`src/rtl/piso_shiftreg.sv`:
```
// Parallel-in, serial-out transmitter: valid/ready word load, LSB-first serial
// output with a so_valid flag and a done pulse. Define PISO_PARITY_EN to append an even-parity bit.
module piso_shiftreg #(
  parameter int WIDTH = 8
) (
  input  logic             clk,
  input  logic             rst,
  input  logic [WIDTH-1:0] pi,
  input  logic             in_valid,
  output logic             in_ready,
  output logic             so,
  output logic             so_valid,
  output logic             done
);

`ifdef PISO_PARITY_EN
  localparam int FW = WIDTH + 1;
`else
  localparam int FW = WIDTH;
`endif
  localparam int CW = $clog2(WIDTH + 1);
  localparam logic [CW-1:0] LAST = CW'(FW - 1);

  typedef enum logic {IDLE, SHIFT} state_t;

  state_t          state, state_nxt;
  logic [FW-1:0]   shreg;
  logic [FW-1:0]   frame;
  logic [CW-1:0]   cnt;
  logic            last;
  logic            load;

`ifdef PISO_PARITY_EN
  // Parity sits above the data so it falls out after the MSB.
  assign frame = {^pi, pi};
`else
  assign frame = pi;
`endif

  // NOTE: every signal driven here gets a default first so no latch is inferred.
  always_comb begin
    state_nxt = state;
    last      = (state == SHIFT) && (cnt == LAST);
    in_ready  = (state == IDLE) || last;
    load      = in_valid && in_ready;
    case (state)
      IDLE:    if (load) state_nxt = SHIFT;
      SHIFT:   if (last && !load) state_nxt = IDLE;
      default: state_nxt = IDLE;
    endcase
  end

  // NOTE: sequential state uses non-blocking assignments so every register
  // samples the pre-edge values, independent of statement order.
  always_ff @(posedge clk or posedge rst) begin
    if (rst) begin
      state    <= IDLE;
      shreg    <= '0;
      cnt      <= '0;
      so       <= 1'b0;
      so_valid <= 1'b0;
      done     <= 1'b0;
    end else begin
      state <= state_nxt;
      done  <= last;
      if (load) begin
        shreg    <= frame;
        cnt      <= '0;
        so       <= frame[0];
        so_valid <= 1'b1;
      end else if (state == SHIFT && !last) begin
        // shreg[0] is the bit on so now; shreg[1] is the next one.
        shreg    <= shreg >> 1;
        cnt      <= cnt + CW'(1);
        so       <= shreg[1];
        so_valid <= 1'b1;
      end else begin
        so       <= 1'b0;
        so_valid <= 1'b0;
      end
    end
  end

endmodule

```
`config.mk`:
```
export PLATFORM = sky130hd
export DESIGN_NAME = piso_shiftreg
export DESIGN_NICKNAME = d
export VERILOG_FILES = /design/src/rtl/piso_shiftreg.sv
export SDC_FILE = /design/constraint.sdc
export NUM_CORES = 1
export LEC_CHECK = 0
export CAP_MARGIN = 20
export CORE_MARGIN = 2
export CORE_UTILIZATION = 40
export DETAILED_ROUTE_END_ITERATION = 10
export MAX_ROUTING_LAYER = met4
export PLACE_DENSITY = 0.69
export SYNTH_ARGS = -nofsm -noshare
export SYNTH_HDL_FRONTEND = slang
export SYNTH_SLANG_ARGS = --single-unit
```
`constraint.sdc`:
```
create_clock -name clk -period 1.9 [get_ports clk]
set_clock_uncertainty 0.2 [all_clocks]
set_input_delay 0.285 -clock clk [delete_from_list [all_inputs] [get_ports clk]]
set_output_delay 0.285 -clock clk [all_outputs]
set_load 0.01 [all_outputs]
```
After elaboration in Yosys (flattened, before gate mapping)
Index checks and enable logic that the tools add are counted.
{ "classes": {"add_sub_neg": 1, "n_eq_ne": 1, "muxes": 11, "n_bitwise": 1, "reduce_logical": 8} }
{ "ops": {"columns": ["cell", "n"], "rows": [
  ["2-to-1 mux 8 bit", 2],
  ["2-to-1 mux 4 bit", 2],
  ["2-to-1 mux 1 bit", 6],
  ["adder 4 x 1 -> 4 bit (second input constant)", 1],
  ["== test 4 x 3 -> 1 bit (second input constant)", 1],
  ["logical AND 1 bit", 4],
  ["logical NOT 1 bit", 2],
  ["case mux 1 bit (2 select lines)", 1],
  ["nonzero test 2 bit", 1],
  ["logical OR 1 bit", 1],
  ["inverter 1 bit", 1]
]} }
{ "word_totals": {"register_bits": 16, "out_inout_bits": 4, "word_cells": 28} }

Longest topological paths before layout
Gate-level depths: netlist of the first run.
{ "logic_depth": {"word_depth": 8, "ltp_mapped": 5, "mapped_depth_nobuf": 4} }

Worst setup path after synthesis of the first run
OpenSTA, ideal clock, no wires.
{ "synth_path": {"path_type": "register -> register", "from": "register cnt[0]", "to": "register cnt[1]", "setup_ns": 0.125, "t_arrival_ns": 1.243, "required_ns": 1.575, "path_slack_ns": 0.332, "stages_incl_launch_ff": 6, "period_less_slack_ns": 1.568, "path_cell_list": "dfrtp_1 > ha_1 > nand3b_4 > nand2_4 > buf_6 > mux2_4"} }
{ "synth_between": {"elab_chain_cells": 5, "elab_cells_between_ends": 10} }
{ "synth_rtl": {"columns": ["item", "line_no", "rtl"], "rows": [
  ["start, declared", "29", "logic [CW-1:0] cnt;"],
  ["start signal, assigned", "74", "cnt <= cnt + CW'(1);"],
  ["== test 4 x 3 -> 1 bit *", "43", "last = (state == SHIFT) && (cnt == LAST);"],
  ["logical AND 1 bit *", "43", null],
  ["logical OR 1 bit *", "44", "in_ready = (state == IDLE) || last;"],
  ["net in_ready", "10", "output logic in_ready,"],
  ["logical AND 1 bit *", "45", "load = in_valid && in_ready;"],
  ["2-to-1 mux 4 bit / nonzero test 2 bit (equally long branches)", null, null]
]} }
Mark *: on every way through the listed nets, which the timed path passes. The rest lies on a longest branch. The select of a mux whose other input is x is not followed.
A chain may end at the register's enable or synchronous reset.

Worst setup path in the final report of the first run
{ "layout_path": {"from": "register cnt[0]", "to": "output in_ready"} }
{ "layout_between": {"elab_chain_cells": 3} }
{ "layout_rtl": {"columns": ["item", "line_no"], "rows": [
  ["== test 4 x 3 -> 1 bit", "43"],
  ["logical AND 1 bit", "43"],
  ["logical OR 1 bit", "44"],
  ["end, declared", "10"]
]} }
No other way between the ends.

==> results.yml, run 1 <==
run_status:
  run_status: "completed"
clocking:
  cts.reportedPaths.clkPinSlew_ns: 0.09
  cts_buffer_depth: 2
  cts_buffers: 3
  cts_tree: "built"
  ctsHoldBuffers: 0
  cts_root_buffer: "clkbuf_4"
  clock_latency_ns: 0.27
  h-tree-depth: 1
  cts_sinks: 15
floorplan:
  num_io_pins: 15
  die_h_um: 46.71
  start_util: 0.4225
  die-width_um: 46.71
  num_rows: 15
  die-area_um2: 2181
  core_area_um2: 1727
detailed_routing:
  routedWlPerCell_um: 11.50
  dr.pass1.iters: 2
  vias_per_cell: 4.412
  postRouteAntennaNets: 0
  vias: 450
  route.detailed.drc: 0
  drt_wl_total_mm: 1.173
  drt-initial-drc-count: 2
timing:
  setup_tns_ns: 0
  hold_ws_ns: 0.1586
  finalSetupViolations: 0
  period_minus_slack_ns: 1.786
  clock.fmax_mhz: 559.8
  final_hold_viol_count: 0
  finalMaxSlewViolations: 0
  relSlewSlack: 0.6288
  grt_setup_unrepaired: "false"
  tightest_slew_ns: 0.5562
  fin_crit_sh: 0.9402
worst_setup_path:
  r2r_cells: 5
  r2r_start: "cnt[0]"
  critPathLaunchType: "flip-flop"
  worst_setup_path_end_kind: "primary output"
  r2r-end: "shreg[4]"
  cp_max_fo: 3
  worst-r2r-setup-slack_ns: 0.28
  worstSetupPathType: "flip-flop to primary output"
  worst_ep_arrival_time_ns: 1.30
  required_ns: 1.41
grt:
  overflow: 0
  grt_max_degree: 16
  grt_pass1_wl_mm: 1.952
  grt_pass1_vias: 470
  track_usage: 0.1348
  antenna_found_initial: 0
run:
  drv_cap: 0
power:
  cellPowerDensity_nw_per_um2: 1392
  power_mw: 1.337
  peakVddDrop_v: 0.0007044
  p_leak_nw: 0.4532
synth:
  yosysUniqueCellTypes: 19
  yosysWarnings: 0
  synth_top_cell_area_share: 0.5146
  syn_nets: 67
  syn-cell-area_um2: 729.5
  ys_seq_area_frac: 0.5146
  syn_inst: 55
  syn_area_per_cell_um2: 13.26
  yosys.area.top_type: "dfrtp_1"
  synth_seq_cells: 15
  netlist_top_cells_area: "dfrtp_1, mux2_2, mux2_4"
place:
  gp_congestion: 0.6923
  numPortBuffers: 14
  dp_hpwl_um: 873.5
finish:
  layout-drive-gt1-share: 0.3117
  final_cell_mix: "dfrtp_1, clkdlybuf4s50_1, mux2_2, nand2_1, buf_4"
  fill_cells: 155
  antenna_cells: 0
  area_delta_synth_final_pct: 31.73
  fin_nets: 90
  layout_commonest_cell: "dfrtp_1"
min_path:
  hold_path.class: "primary input to asynchronous set/reset pin"
-- layer usage --
metal / track usage / vias to the layer above / wire length (um)
met2: 0.2222 / 11 / 551
li1: - / 233 / -
met4: 0.06667 / 0 / 19
met5: - / - / 0
met3: 0.02353 / 2 / 56
met1: 0.1572 / 204 / 545
-- worst max path at each step --
stage / slack [ns] / from / to / cells past startpoint
after floorplan: 0.33 / cnt[0] / cnt[1] / 5
after global placement: 0.04 / in_valid / shreg[2] / 3
after detailed placement: 0.007 / in_valid / shreg[3] / 3
after CTS: 0.1 / cnt[0] / in_ready / 4
after global routing: 0.06 / cnt[1] / in_ready / 4
final: 0.11 / cnt[0] / in_ready / 4
-- synth_stat cells, drive strengths merged --
master / instances
nand2: 7
mux2: 12
a21oi: 1
nor2: 1
nor4: 1
nand3b: 1
dfrtp: 15
a311o: 1
inv: 4
o21ai: 1
mux2i: 3
xor2: 1
nor2b: 2
nand3: 1
ha: 1
buf: 2
a32o: 1
-- state kept, by name, indices dropped and copies added (netlist names) --
| name | cells |
|---|---|
| done | 1 |
| cnt | 4 |
| state | 1 |
| so_valid | 1 |
| shreg | 7 |
| so | 1 |
-- metrics by stage --
step	utilization	setup WS [ns]	cells	instance area, um^2
6_report	0.5565	0.1136	102	960.9
5_1_grt	0.5565	0.05646	102	960.9
4_1_cts	0.5565	0.09710	102	960.9
3_5_place_dp	0.5304	0.007429	97	915.9
3_3_place_gp	0.5304	0.04218	97	915.9
2_1_floorplan	-	0.3319	55	729.5
-- cell families (layout without fill, tap and decap cells) --
kind of cell             count (synthesis)  after routing  synth area share
AO/OA/AOI/OAI                            4              4           0.04115
AND/OR/NAND/NOR                         13             13            0.1115
XOR/XNOR                                 1              1           0.01201
buffers and inverters                    6             28           0.05145
flip-flops                              15             15            0.5146
multiplexers                            15             15            0.2521
adder cells (fa/ha/maj)                  1              1           0.01715
-- final cells by class --
class	instances	area, um^2	share of cell area
Clock buffer	4	26.28	0.02734
Inverter	4	15.01	0.01562
Tap cell	25	31.28	0.03255
Sequential cell	15	375.4	0.3906
Timing Repair Buffer	20	183.9	0.1914
Multi-Input combinational cell	34	329.1	0.3424
-- what timing repair did --
| action | CTS | global route |
|---|---|---|
| endpoints found under the hold margin | 0 | 0 |
| buffers inserted | 1 | 0 |
| endpoints found under the setup margin | 1 | 0 |
| gates resized for setup | 3 | 0 |
-- report_power, final --
group / total [mW] / internal [mW] / switching (mW)
Clock: 0.176 / 0.0812 / 0.0948
Combinational: 0.628 / 0.393 / 0.235
Sequential: 0.533 / 0.445 / 0.0884
-- critical path, cell delays in order, from the launching register on --
cell	delay (ns)
dfrtp_1	0.42
ha_4	0.19
nand3b_4	0.09
nand2_4	0.05
dlygate4sd2_1	0.28
(Power assumes the default switching activity.)
==> run 2, diff against run 1 <==
--- a/config.mk
+++ b/config.mk
@@ -10,7 +10,7 @@
 export CORE_UTILIZATION = 40
 export DETAILED_ROUTE_END_ITERATION = 10
 export MAX_ROUTING_LAYER = met4
-export PLACE_DENSITY = 0.69
+export PLACE_DENSITY_LB_ADDON = 0.05
 export SYNTH_ARGS = -nofsm -noshare
 export SYNTH_HDL_FRONTEND = slang
 export SYNTH_SLANG_ARGS = --single-unit
==> run 2 against run 1 <==
Critical path depth unchanged. Sequential cell count did not move. Core utilization decreased by 0.072 points. Critical endpoint unchanged. Count of clock-buffer cells in the layout fell by 1. Highest routed layer is now met3. Critical path type unchanged.
==> results.yml, run 2 (synthesis gave the netlist of run 1 again) <==
run:
  drv_cap: 0
timing:
  finalMaxSlewViolations: 0
  final_hold_viol_count: 0
  relSlewSlack: 0.7718
  grt_setup_unrepaired: "false"
  tightest_slew_ns: 0.3412
  setup_ws_ns: 0.07869
  clock.fmax_mhz: 549.1
  finalSetupViolations: 0
  fin_crit_sh: 0.9586
  period_minus_slack_ns: 1.821
place:
  pre_cts_slack_ns: -0.03514
  dp_hpwl_um: 887.4
  numPortBuffers: 14
  gp_congestion: 0.6531
clocking:
  h-tree-depth: 1
  cts_root_buffer: "clkbuf_4"
  clock_latency_ns: 0.28
  cts_buffer_depth: 2
  ctsHoldBuffers: 0
  cts_tree: "built"
  cts.reportedPaths.clkPinSlew_ns: 0.10
  cts_buffers: 3
  cts_sinks: 15
detailed_routing:
  vias: 471
  postRouteAntennaNets: 0
  drt-initial-drc-count: 2
  drt_wl_total_mm: 1.234
  vias_per_cell: 4.573
  route.detailed.drc: 0
  routedWlPerCell_um: 11.98
  dr.pass1.iters: 4
power:
  p_leak_nw: 0.4596
  power_frac_seq: 0.392
  p_int_mw: 0.9152
  p_clk_frac: 0.136
  switching_share: 0.3167
  peakVddDrop_v: 0.0006498
  p_sw_mw: 0.4241
  comb_power_share: 0.471
  cellPowerDensity_nw_per_um2: 1396
finish:
  fin_nets: 91
  layout-drive-gt1-share: 0.3333
  largest_reg_flops: 7
  layout_commonest_cell: "dfrtp_1"
  max_flop_register: "shreg"
  reg_top3: "shreg (7), cnt (4)"
  antenna_cells: 0
  fill_cells: 162
  fin_util: 0.5558
  final_cell_mix: "dfrtp_1, clkdlybuf4s50_1, mux2_2, buf_4, nand2_1"
  area_delta_synth_final_pct: 31.56
worst_setup_path:
  cp-endpoint: "in_ready"
  cp_max_fo: 3
  worst_setup_path_end_kind: "primary output"
  crit_start: "cnt[0]"
  crit_slowest_cell: "dfrtp_1"
  critPathLaunchType: "flip-flop"
  cpPeakStageDelay_ns: 0.40
  cp_top_family: "flip-flops"
  path_depth: 4
  r2r_cells: 5
  path_cells: "ha_2 > nand3b_4 > nand2_4 > dlygate4sd2_1"
  r2r-end: "shreg[5]"
  r2r_start: "cnt[0]"
  worst_ep_arrival_time_ns: 1.34
  crit_buf_inv: 1
  required_ns: 1.41
  worstSetupPathType: "flip-flop to primary output"
  worst-r2r-setup-slack_ns: 0.25
grt:
  grt_use_met3: 0.03922
  grt_pass1_vias: 451
  track_usage: 0.1368
  busiest_layer: "met2"
  met2_usage: 0.1944
  grt_max_degree: 16
  grt_pass1_wl_mm: 2.021
  grtUsageMet1: 0.1922
  overflow: 0
  antenna_found_initial: 0
floorplan:
  die-area_um2: 2181
  num_io_pins: 15
  core_area_um2: 1727
  die-width_um: 46.71
  start_util: 0.4225
  die_h_um: 46.71
  num_rows: 15
min_path:
  hold_path.class: "primary input to asynchronous set/reset pin"
run_status:
  run_status: "completed"
run 2: through the flow:
stage / area [um^2] / power [mW] / hold WS, ns / setup TNS (ns) / std cells
3_3_place_gp: 923.4 / 1.145 / 0.2877 / -0.02010 / 98
5_1_grt: 959.7 / 1.435 / 0.1189 / 0 / 103
6_report: 959.7 / 1.339 / 0.09434 / 0 / 103
3_5_place_dp: 923.4 / 1.160 / 0.2943 / -0.1175 / 98
4_1_cts: 959.7 / 1.359 / 0.1003 / 0 / 103
2_1_floorplan: 729.5 / 0.9720 / -0.01352 / 0 / 55
run 2: per-layer routing:
| layer | share of wire | wire, um |
|---|---|---|
| met1 | 0.49 | 601 |
| met2 | 0.46 | 567 |
| met3 | 0.052 | 64 |
| met4 | 0 | 0 |
| met5 | 0 | 0 |
run 2: cell type report:
class	instances	area [um^2]	area share
Clock inverter	1	5.005	0.005215
Multi-Input combinational cell	34	319.1	0.3325
Timing Repair Buffer	21	191.4	0.1995
Clock buffer	3	22.52	0.02347
Tap cell	25	31.28	0.03259
Sequential cell	15	375.4	0.3911
Inverter	4	15.01	0.01565
run 2: worst register-to-register path, stage by stage, from the launching register on:
cell	delay (ns)
dfrtp_1	0.38
ha_2	0.22
nand3b_4	0.11
nand2_4	0.08
buf_4	0.21
mux2_2	0.36
run 2: worst min-delay path by stage:
stage | startpoint | to | slack (ns) | cells after the start
floorplan | rst | cnt[0] | -0.01 | 1
global placement | shreg[3] | shreg[2] | 0.29 | 1
detailed placement | shreg[6] | shreg[5] | 0.29 | 1
CTS | rst | cnt[2] | 0.10 | 3
global route | rst | cnt[2] | 0.12 | 3
finish | rst | cnt[2] | 0.09 | 3
run 2: repair_timing:
item,4_1_cts,5_1_grt
setup buffers,1,0
endpoints found under the setup margin,1,0
gates resized for setup,2,0
endpoints found under the hold margin,0,0
run 2: power by group through the flow:
stage | Clock [mW] | Combinational (mW) | Sequential (mW)
after global routing | 0.203 | 0.691 | 0.541
after detailed placement | 0 | 0.625 | 0.535
after global placement | 0 | 0.614 | 0.531
after CTS | 0.189 | 0.644 | 0.526
after floorplan | 0 | 0.441 | 0.531
final | 0.183 | 0.631 | 0.526
==> run 3, diff against run 2 <==
--- a/config.mk
+++ b/config.mk
@@ -5,12 +5,13 @@
 export SDC_FILE = /design/constraint.sdc
 export NUM_CORES = 1
 export LEC_CHECK = 0
-export CAP_MARGIN = 20
+export CAP_MARGIN = 5
 export CORE_MARGIN = 2
 export CORE_UTILIZATION = 40
 export DETAILED_ROUTE_END_ITERATION = 10
 export MAX_ROUTING_LAYER = met4
 export PLACE_DENSITY_LB_ADDON = 0.05
+export SLEW_MARGIN = 30
 export SYNTH_ARGS = -nofsm -noshare
 export SYNTH_HDL_FRONTEND = slang
 export SYNTH_SLANG_ARGS = --single-unit
==> results of run 3 <==
Same layout as run 2: the final DEF is identical, and so are final timing and power.
